### config.mk
export PLATFORM = sky130hd
export DESIGN_NAME = fetch_realigner
export DESIGN_NICKNAME = d
export VERILOG_FILES = /design/src/rtl/fetch_realigner.sv
export SDC_FILE = /design/constraint.sdc
export NUM_CORES = 1
export LEC_CHECK = 0
export CAP_MARGIN = 20
export CORE_ASPECT_RATIO = 1.25
export CORE_MARGIN = 10
export CORE_UTILIZATION = 38
export CTS_CLUSTER_DIAMETER = 30
export DETAILED_ROUTE_END_ITERATION = 7
export GPL_TIMING_DRIVEN = 0
export PLACE_DENSITY = 0.79
export SETUP_SLACK_MARGIN = 0.3
export SYNTH_ARGS = -nofsm -noshare
export SYNTH_HDL_FRONTEND = slang
export SYNTH_SLANG_ARGS = --single-unit
### constraint.sdc
create_clock -name clk_i -period 1.7 [get_ports clk_i]
set_input_delay 0.34 -clock clk_i [delete_from_list [all_inputs] [get_ports clk_i]]
set_output_delay 0.34 -clock clk_i [all_outputs]
set_load 0.05 [all_outputs]
### src/rtl/fetch_realigner.sv
// fetch_realigner: splits 32-bit fetch words into up to two aligned (possibly compressed) instructions
// Optional feature macro: FETCH_REALIGNER_RVC_EN (defined: compressed handling; undefined: one
// 32-bit instruction per fetch word in slot 0).
// Ports:
//   clk_i, rst_i         clock, synchronous active-high reset
//   flush_i              drop stored half-word and output register
//   fetch_valid_i/_ready_o, fetch_data_i, fetch_addr_i, fetch_ex_i   fetch side
//   valid_o, instr_o, addr_o, ex_o, out_ready_i                      instruction queue side
// VLEN defaults to 64, the riscv::VLEN value of the RV64 core this block serves.
module fetch_realigner #(
   parameter int unsigned VLEN = 64
) (
   input  logic                      clk_i,
   input  logic                      rst_i,
   input  logic                      flush_i,
   input  logic                      fetch_valid_i,
   output logic                      fetch_ready_o,
   input  logic [31:0]               fetch_data_i,
   input  logic [VLEN-1:0]           fetch_addr_i,
   input  logic                      fetch_ex_i,
   output logic [1:0]                valid_o,
   output logic [1:0][31:0]          instr_o,
   output logic [1:0][VLEN-1:0]      addr_o,
   output logic                      ex_o,
   input  logic                      out_ready_i
);
   logic                 w_acc;
   logic [1:0]           w_valid;
   logic [1:0][31:0]     w_instr;
   logic [1:0][VLEN-1:0] w_addr;
   assign fetch_ready_o = (valid_o == 2'b00) | out_ready_i;
   assign w_acc = fetch_valid_i & fetch_ready_o;
`ifdef FETCH_REALIGNER_RVC_EN
   typedef enum logic {EMPTY, PEND} state_t;
   state_t          r_state, w_state_n;
   logic [15:0]     r_stash, w_stash_n;
   logic [VLEN-1:0] r_stash_addr, w_stash_addr_n;
   logic [15:0]     w_lo, w_hi;
   logic            w_lo_c, w_hi_c, w_use_hi, w_hi_s0;
   logic [VLEN-1:0] w_hi_addr;
   assign w_lo = fetch_data_i[15:0];
   assign w_hi = fetch_data_i[31:16];
   assign w_lo_c = w_lo[1:0] != 2'b11;
   assign w_hi_c = w_hi[1:0] != 2'b11;
   // The upper half-word always sits at addr|2, so no carry can occur here.
   assign w_hi_addr = {fetch_addr_i[VLEN-1:2], 1'b1, fetch_addr_i[0]};
   // Upper half goes to slot 0 only when it is the sole useful half of a fresh word.
   assign w_hi_s0 = (r_state == EMPTY) & fetch_addr_i[1];
   assign w_use_hi = (r_state == PEND) | fetch_addr_i[1] | w_lo_c;
   always_comb begin
      w_state_n = EMPTY;
      w_stash_n = r_stash;
      w_stash_addr_n = r_stash_addr;
      w_valid = 2'b01;
      w_instr[0] = fetch_data_i;
      w_addr[0] = (r_state == PEND) ? r_stash_addr : fetch_addr_i;
      w_instr[1] = {16'h0, w_hi};
      w_addr[1] = w_hi_addr;
      if (!fetch_ex_i) begin
         if (r_state == PEND)
            w_instr[0] = {w_lo, r_stash};
         else if (fetch_addr_i[1])
            w_instr[0] = {16'h0, w_hi};
         else if (w_lo_c)
            w_instr[0] = {16'h0, w_lo};
         if (w_use_hi && w_hi_c)
            w_valid = w_hi_s0 ? 2'b01 : 2'b11;
         else if (w_use_hi) begin
            w_state_n = PEND;
            w_stash_n = w_hi;
            w_stash_addr_n = w_hi_addr;
            w_valid = w_hi_s0 ? 2'b00 : 2'b01;
         end
      end
   end
`else
   assign w_valid = 2'b01;
   assign w_instr = {32'h0, fetch_data_i};
   assign w_addr = {{VLEN{1'b0}}, fetch_addr_i};
`endif
   always_ff @(posedge clk_i) begin
      if (rst_i) begin
         valid_o <= 2'b00;
         instr_o <= '0;
         addr_o <= '0;
         ex_o <= 1'b0;
`ifdef FETCH_REALIGNER_RVC_EN
         r_state <= EMPTY;
         r_stash <= '0;
         r_stash_addr <= '0;
`endif
      end else if (flush_i) begin
         valid_o <= 2'b00;
         ex_o <= 1'b0;
`ifdef FETCH_REALIGNER_RVC_EN
         r_state <= EMPTY;
         r_stash <= '0;
         r_stash_addr <= '0;
`endif
      end else if (w_acc) begin
         valid_o <= w_valid;
         instr_o <= w_instr;
         addr_o <= w_addr;
         ex_o <= fetch_ex_i;
`ifdef FETCH_REALIGNER_RVC_EN
         r_state <= w_state_n;
         r_stash <= w_stash_n;
         r_stash_addr <= w_stash_addr_n;
`endif
      end else if (out_ready_i) begin
         valid_o <= 2'b00;
         ex_o <= 1'b0;
      end
   end
endmodule

## Yosys cells after proc, flatten, opt, wreduce, memory -nomap -nowiden

Index checks and enable logic that the tools add are counted.
W data, S select, Z words.

| word-level totals | value |
|---|---|
| output and inout bits | 196 |
| register bits after elaboration | 98 |
| input port bits | 102 |

| cells by class | value |
|---|---|
| bitwise logic cells | 3 |
| reduce and logical (&&, ||, !) cells | 4 |
| multiplexer cells | 4 |

Operators by type and width:

| cell | count |
|---|---|
| $mux W1 | 4 |
| $logic_not A2 Y1 | 1 |
| $reduce_and A2 Y1 | 1 |
| $reduce_bool A2 Y1 | 1 |
| $reduce_or A2 Y1 | 1 |
| $and A1 B1 Y1 | 1 |
| $not A1 Y1 | 1 |
| $or A1 B1 Y1 | 1 |

## Depth between registers and ports, before layout

Gate-level depths: netlist of run 1.

| depth | value |
|---|---|
| depth after elaboration | 4 |
| gate-level depth with buffers | 5 |
| gate-level depth less buffers | 4 |

## Least setup slack after synthesis of run 1

OpenSTA, ideal clock, no wires.

| timing | value |
|---|---|
| path kind | register to register |
| start point | reg valid_o[0] |
| end point | reg ex_o |
| path slack | -0.060 ns |
| arrival | 1.626 ns |
| library setup time | 0.133 ns |
| stages on the path, launching flop included | 6 |
| path through | dfxtp_1 > nor2b_4 > clkbuf_1 > inv_1 > nand3_1 > a211oi_1 |

| between the ends | value |
|---|---|
| longest elaborated chain between the ends | 4 |
| elaborated cells between the ends (all ways) | 5 |
| those cells by class | 1 x mux; 2 x bitwise; 2 x reduce/logical |

Ends and longest elaborated chain:

| item | RTL line | source |
|---|---|---|
| start: declaration | 21 | `output logic [1:0] valid_o,` |
| start signal: assignment | 101 | `valid_o <= w_valid;` |
| $logic_not A2 Y1 (*) | 31 | `assign fetch_ready_o = (valid_o == 2'b00) \| out_ready_i;` |
| $or A1 B1 Y1 (*) | 31 |  |
| named net fetch_ready_o | 17 | `output logic fetch_ready_o,` |
| $and A1 B1 Y1 (*) | 32 | `assign w_acc = fetch_valid_i & fetch_ready_o;` |
| $mux W1 / $reduce_bool A2 Y1 (equally long branches) | n/a |  |
| end signal: assignment | 104 | `ex_o <= fetch_ex_i;` |
| end: declaration | 24 | `output logic ex_o,` |

Mark *: on every way through the listed nets, which the timed path passes. The rest lies on a longest branch.
A chain may end at the register's enable or synchronous reset.

## Worst setup path in the final report of run 1

| timing | value |
|---|---|
| start point | reg valid_o[0] |
| end point | out fetch_ready_o |

| between the ends | value |
|---|---|
| longest elaborated chain between the ends | 2 |

Ends and longest elaborated chain:

| item | RTL line |
|---|---|
| $logic_not A2 Y1 | 31 |
| $or A1 B1 Y1 | 31 |
| end: declaration | 17 |

No other way between the ends.

==> impl_results.rst, run 1 <==
.. list-table::
   :header-rows: 1

   * - Metric
     - Value
   * - Die Y
     - roughly 150 µm
   * - Yosys reg bits
     - between 90 and 100
   * - Leakage Power
     - ~3.6 nW
   * - Combined area of all synthesized cells
     - 0.00486 mm²
   * - Placed Cells
     - 1009
   * - Total number of nets in the final design
     - between 900 and 1000
   * - Maximum number of pins on one net before global-route repair
     - 16
   * - Kind of start point of the critical path
     - flop
   * - Area growth from synthesis to final layout
     - 65.6%
   * - Highest ir drop seen on vdd
     - 0.426 mV
   * - DIE AREA
     - around 0.018 mm²
   * - Number of setup violations in the final report
     - 0
   * - Setup repair after global routing missed its margin
     - yes
   * - Reg clk slew, reported paths
     - approximately 0.070 ns
   * - Number of DRC violations after detailed-routing iteration 0
     - roughly 220
   * - Pins Over Slew Limit
     - 0
   * - Startpoint of the most critical register-to-register path
     - valid_o[0]
   * - Worst R2R End
     - addr_o[4]
   * - Final hold slack
     - 0.341 ns
   * - Seq/Total Area, Yosys
     - 40.4%
   * - Main area contributors after synthesis
     - sky130_fd_sc_hd__dfxtp_1, sky130_fd_sc_hd__or3b_1, sky130_fd_sc_hd__buf_4
   * - Non-filler cells, final
     - between 1000 and 1500
   * - Total wire length after detailed routing
     - ~18000 µm
   * - Total core area
     - approximately 0.013 mm²
   * - Setup skew after layout
     - approximately 0.0051 ns
   * - Final number of hold-violating endpoints
     - 0
   * - Mapped Cells
     - between 500 and 600
   * - Reg2Reg Depth
     - 6
   * - Hold worst-path end
     - valid_o[0]
   * - Total negative slack
     - 0 ns
   * - Number of clock buffers inserted by TritonCTS
     - 9
   * - Post-DR wirelength/cell
     - around 17 µm
   * - Outcome
     - finished clean
   * - DP Worst Slack
     - -0.712 ns
   * - DRC errors left
     - 0
   * - Most common cell after layout, fill and taps aside
     - sky130_fd_sc_hd__buf_4
   * - Crit Path Category
     - flop to output port
   * - FMAX
     - around 0.68 GHz
   * - Routability-driven placement congestion ratio
     - about 0.8
   * - Via count
     - approximately 4800
   * - Fraction of post-synthesis cell area in the top cell type by area
     - around 40%
   * - Clock tree buffer depth
     - 2
   * - Initial antenna violation count
     - 0
   * - Most used cells in the layout excluding fill and tap cells
     - sky130_fd_sc_hd__buf_4, sky130_fd_sc_hd__conb_1, sky130_fd_sc_hd__dfxtp_1, sky130_fd_sc_hd__clkdlybuf4s50_1, sky130_fd_sc_hd__buf_2
   * - Clock root buffer master
     - sky130_fd_sc_hd__clkbuf_16
   * - Half-perimeter wire length after detailed placement
     - around 13000 µm
   * - Worst hold path stage count
     - 2
   * - Worst Path Arrival
     - 1.13 ns
   * - Number of maximum-capacitance violations
     - 0
   * - Syn. warnings
     - 0
   * - Effective utilization at floorplan
     - a little under 40%
   * - Via/cell ratio
     - roughly 4.6
   * - Crit path setup slack, layout
     - 0.229 ns
   * - Drt first pass iters
     - 4
   * - Number of placement rows
     - 46
   * - Final design utilization
     - 63.8%
   * - Normalized max-slew margin
     - roughly 58%
   * - Worst-case register-to-register setup slack
     - 0.23 ns
   * - Proportion of layout cells with a drive suffix above 1
     - between 30% and 40%
   * - Residual antenna-violating net count after detailed routing
     - 0
   * - Instance area at placement
     - 0.00742 mm²
   * - Hold/Removal Path Class
     - primary input to flop
   * - Final antenna diode count
     - 0
   * - All-Layer GR Usage
     - 18.5%
   * - Die X-Extent
     - about 120 µm
   * - Period utilization
     - 86.6%
   * - Most area-hungry cell type in the Yosys netlist
     - sky130_fd_sc_hd__dfxtp_1
   * - Clock tree from TritonCTS
     - built
   * - Setup crit end kind
     - output port
   * - Congestion Overflow GR
     - 0
   * - Buffers added on ports
     - 199
   * - Req. time, crit path
     - around 1.4 ns
   * - Design Area, Final
     - 0.00804 mm²
   * - Average instance area after synthesis
     - between 8 and 9 µm²
   * - Pwr Total
     - just under 7 mW
   * - Total power per unit cell area
     - approximately 840 mW/mm²
   * - Vias in the first global route
     - around 4800
   * - Skew-Pair Late Insertion Delay
     - 0.34 ns
   * - Highest fanout seen on the critical path
     - 2
   * - Io pins
     - a little under 300
   * - Wire length of the first global-routing pass
     - 26300 µm
   * - Critical hold path startpoint
     - flush_i
   * - Clock net sink count
     - between 90 and 100
   * - Shortest period the worst path allows
     - between 1 and 1.5 ns
   * - Unique cell type count in the Yosys netlist
     - 19
   * - Number of H-tree levels
     - 3
   * - Worst slew pin tran
     - ~0.63 ns
[final cells by class]
cell class / instances / area [µm²]
flip-flops and latches: 98 / 1960
repair buffers: 217 / 1840
multi-input cells: 393 / 2430
well taps: 168 / 210
plain buffers: 149 / 1230
clock inverters: 4 / 97.6
fillers: 1110 / 4560
inverters: 1 / 6.26
clock buffers: 12 / 256
[timing repair]
item | 4_1_cts | 5_1_grt
cloned | 8 | 3
pin swaps | 90 | 105
setup buffers | 5 | 2
hold buffers | 0 | 0
setup endpoints to repair | 196 | 156
resized for setup | 474 | 189
[cell families (layout without fill, tap and decap cells)]
| logic type | count (synthesis) | in the layout | synth area share [%] |
|---|---|---|---|
| compound gates | 193 | 193 | 19.9 |
| buf+inv | 151 | 383 | 21.1 |
| simple gates | 103 | 103 | 18.5 |
| flops | 98 | 98 | 40.4 |
| other cells | 1 | 97 | 0.0772 |
[layer usage]
layer / wire [µm] / GRT usage [%]
met1: 6600 / 18.8
met2: 8940 / 32.9
met3: 1630 / 7.25
met4: 445 / 7.01
met5: 0 / 0
[worst max-delay path by stage]
stage	startpoint	to	slack [ns]	cells after the start
2_1_floorplan	valid_o[0]	instr_o[14]	0.30	5
3_3_place_gp	out_ready_i	fetch_ready_o	-0.71	5
3_5_place_dp	out_ready_i	fetch_ready_o	-0.71	5
4_1_cts	valid_o[0]	fetch_ready_o	0.17	4
5_1_grt	valid_o[0]	fetch_ready_o	0.18	4
6_report	valid_o[0]	fetch_ready_o	0.23	4
[critical path: stages (launching register included)]
cell,delay (ns)
sky130_fd_sc_hd__dfxtp_2,0.33
sky130_fd_sc_hd__nor2b_4,0.18
sky130_fd_sc_hd__buf_8,0.12
sky130_fd_sc_hd__inv_4,0.03
sky130_fd_sc_hd__buf_8,0.14
[synthesized netlist by cell type (all sizes together)]
library cell	number
nor2b	1
or2b	1
nor3	1
clkbuf	39
dfxtp	98
o21ai	96
nor2	1
nand3	1
nand3b	1
inv	1
a21oi	96
buf	111
or3b	96
nand2b	1
conb	1
a211oi	1
[power by group]
| part | total (mW) | switching, mW | internal, mW | leakage, nW |
|---|---|---|---|---|
| Combinational | 1.91 | 1.23 | 0.681 | 2.63 |
| Clock | 2.42 | 0.899 | 1.52 | 0.169 |
| Sequential | 2.45 | 0.0470 | 2.40 | 0.801 |
| Total | 6.78 | 2.18 | 4.60 | 3.60 |
[registers in the layout (all words and copies together), names as in the netlist]
| signal | cells |
|---|---|
| valid_o | 1 |
| addr_o | 64 |
| ex_o | 1 |
| instr_o | 32 |
No activity file was read; power rests on OpenSTA's default activity.
==> run 2, diff against run 1 <==
CTS_CLUSTER_SIZE = 24   (was unset)
==> results of run 2 <==
No change in the layout: final DEF, timing and power equal those of run 1.
==> run 3, diff against run 2 <==
CELL_PAD_IN_SITES_DETAIL_PLACEMENT = 1   (was unset)
CELL_PAD_IN_SITES_GLOBAL_PLACEMENT = 2   (was unset)
CORE_UTILIZATION = 20   (was 38)
PLACE_DENSITY = 0.78   (was 0.79)
==> impl_results.rst, run 3 (synthesis gave the netlist of run 1 again) <==
.. list-table::
   :header-rows: 1

   * - Metric
     - Value
   * - Normalized max-slew margin
     - between 50% and 60%
   * - Critical hold path startpoint
     - flush_i
   * - Residual antenna-violating net count after detailed routing
     - 0
   * - DIE AREA
     - just over 0.03 mm²
   * - Worst Path Arrival
     - 1.77 ns
   * - Leakage Power
     - ~3.5 nW
   * - Total net switching power
     - about 2.3 mW
   * - Drt first pass iters
     - 3
   * - Outcome
     - finished clean
   * - Final number of hold-violating endpoints
     - 0
   * - Req. time, crit path
     - about 2.0 ns
   * - DP Worst Slack
     - -0.813 ns
   * - Crit path setup slack, layout
     - just over 0.2 ns
   * - Highest ir drop seen on vdd
     - 0.384 mV
   * - FMAX
     - 0.669 GHz
   * - Register containing the most flip-flops in the final layout
     - addr_o
   * - Switching fraction of total power
     - between 30 and 40%
   * - Setup crit end kind
     - flop
   * - Highest fanout seen on the critical path
     - 10
   * - Clock tree from TritonCTS
     - built
   * - Most common cell after layout, fill and taps aside
     - sky130_fd_sc_hd__buf_4
   * - Die Y
     - 194 µm
   * - Shortest period the worst path allows
     - between 1 and 1.5 ns
   * - Number of DRC violations after detailed-routing iteration 0
     - between 60 and 70
   * - Wire length of the first global-routing pass
     - between 30000 and 40000 µm
   * - Proportion of layout cells with a drive suffix above 1
     - a little under two fifths
   * - Sequential share of power
     - approximately two fifths
   * - Area growth from synthesis to final layout
     - 64.3%
   * - Hold bufs inserted after CTS
     - 0
   * - Setup repair after global routing missed its margin
     - yes
   * - DRC errors left
     - 0
   * - Total core area
     - 0.0238 mm²
   * - Initial antenna violation count
     - 2
   * - Number of clock buffers inserted by TritonCTS
     - 9
   * - Final design utilization
     - 33.5%
   * - Internal Pwr Total
     - 4.07 mW
   * - Setup skew after layout
     - ~0.011 ns
   * - Maximum number of pins on one net before global-route repair
     - 17
   * - Number of maximum-capacitance violations
     - 0
   * - Hold worst-path end
     - valid_o[0]
   * - Clock power share
     - about 31%
   * - Reg clk slew, reported paths
     - around 0.070 ns
   * - Total number of nets in the final design
     - 963
   * - Buffers added on ports
     - ~200
   * - Flip-flop count of the largest register, all copies and words added
     - 64
   * - Pins Over Slew Limit
     - 0
   * - Number of H-tree levels
     - 3
   * - Routability-driven placement congestion ratio
     - 0.744
   * - Half-perimeter wire length after detailed placement
     - 16200 µm
   * - Total power per unit cell area
     - 793 mW/mm²
   * - All-Layer GR Usage
     - about an eighth
   * - Clock root buffer master
     - sky130_fd_sc_hd__clkbuf_16
   * - Via/cell ratio
     - roughly 4.0
   * - Clock tree buffer depth
     - 2
   * - Number of setup violations in the final report
     - 0
   * - Congestion Overflow GR
     - 0
   * - Design Area, Final
     - between 0.007 and 0.008 mm²
   * - Io pins
     - 298
   * - Hold/Removal Path Class
     - primary input to flop
   * - Startpoint of the most critical register-to-register path
     - valid_o[0]
   * - Post-DR wirelength/cell
     - between 15 and 20 µm
   * - Registers with the most flip-flops
     - addr_o (64), instr_o (32)
   * - Number of placement rows
     - 63
   * - Worst R2R End
     - instr_o[11]
   * - Vias in the first global route
     - 5149
   * - Crit Path Category
     - flop to flop
   * - Reg2Reg Depth
     - 6
   * - Logic pwr share
     - between 30% and 40%
   * - Final hold slack
     - about 0.24 ns
   * - Kind of start point of the critical path
     - flop
   * - Skew-Pair Late Insertion Delay
     - 0.35 ns
   * - Worst slew pin tran
     - about 0.65 ns
   * - Effective utilization at floorplan
     - about a fifth
   * - Period utilization
     - 87.9%
   * - Die X-Extent
     - 159 µm
   * - Instance area at placement
     - about 0.0076 mm²
   * - Total wire length after detailed routing
     - about 21000 µm
   * - Worst hold path stage count
     - 2
   * - Clock net sink count
     - 98
   * - Via count
     - 4800
   * - Most used cells in the layout excluding fill and tap cells
     - sky130_fd_sc_hd__buf_4, sky130_fd_sc_hd__buf_2, sky130_fd_sc_hd__conb_1, sky130_fd_sc_hd__dfxtp_1, sky130_fd_sc_hd__clkdlybuf4s50_1
   * - Worst-case register-to-register setup slack
     - between 0.2 and 0.25 ns
[run 3: cell types whose count changed in the layout (fill, tap and decap cells not counted), sizes merged, moves of 2 or more]
cell and change:
bufinv -3, clkbuf -3, buf +5, clkdlybuf4s15 -4, clkdlybuf4s18 -7, inv +2
[run 3: layer usage]
layer	GRT usage, %	part of all wire, %	vias up
met5	0	0.061	-
met4	2.88	1.0	2
met3	6.39	9.2	14
met2	21.7	48	188
met1	14.1	41	2249
li1	-	-	2347
[run 3: worst max-delay path by stage]
stage,from,to,slack [ns],cells past startpoint
3_5_place_dp,out_ready_i,fetch_ready_o,-0.81,5
6_report,valid_o[0],instr_o[11],0.21,6
3_3_place_gp,out_ready_i,fetch_ready_o,-0.81,5
4_1_cts,valid_o[0],addr_o[2],0.17,6
2_1_floorplan,valid_o[0],instr_o[14],0.30,5
5_1_grt,valid_o[0],fetch_ready_o,0.14,4
[run 3: area by class of cell]
type                       count  area, µm²
clock buffer                  11        233
inverter                       1       6.26
fill                        2856      15800
multi-input combinational    393       2430
tap                          325        407
sequential                    98       1960
buffer                       150       1250
antenna                        1       2.50
clock inverter                 5       37.5
timing repair buffer         208       1650
[run 3: power by group through the flow]
| stage | Clock [mW] | Sequential [mW] | Combinational, mW |
|---|---|---|---|
| 2_1_floorplan | 0 | 2.87 | 0.934 |
| 3_3_place_gp | 0 | 2.50 | 1.88 |
| 3_5_place_dp | 0 | 2.51 | 1.88 |
| 4_1_cts | 2.09 | 2.45 | 1.82 |
| 5_1_grt | 2.15 | 2.46 | 2.02 |
| 6_report | 1.98 | 2.45 | 1.90 |
[run 3: stage by stage]
step | instances | power (mW) | TNS (ns)
final | 1192 | 6.33 | 0
after global routing | 1191 | 6.63 | 0
after CTS | 1186 | 6.36 | 0
after detailed placement | 1166 | 4.39 | -39.41
after global placement | 1166 | 4.38 | -36.30
after floorplan | 642 | 3.81 | 0
[run 3: timing repair]
item	4_1_cts	5_1_grt
endpoints found under the setup margin	196	99
gates resized for setup	560	117
gates cloned	0	4
pin swaps	2	69
buffers inserted	4	1
[run 3: worst max-delay path, cell delays in order (launching register included)]
cell	delay, ns
sky130_fd_sc_hd__dfxtp_2	0.33
sky130_fd_sc_hd__nor2b_4	0.13
sky130_fd_sc_hd__buf_6	0.14
sky130_fd_sc_hd__buf_12	0.15
sky130_fd_sc_hd__clkbuf_16	0.16
sky130_fd_sc_hd__or3b_4	0.39
sky130_fd_sc_hd__a21oi_2	0.13
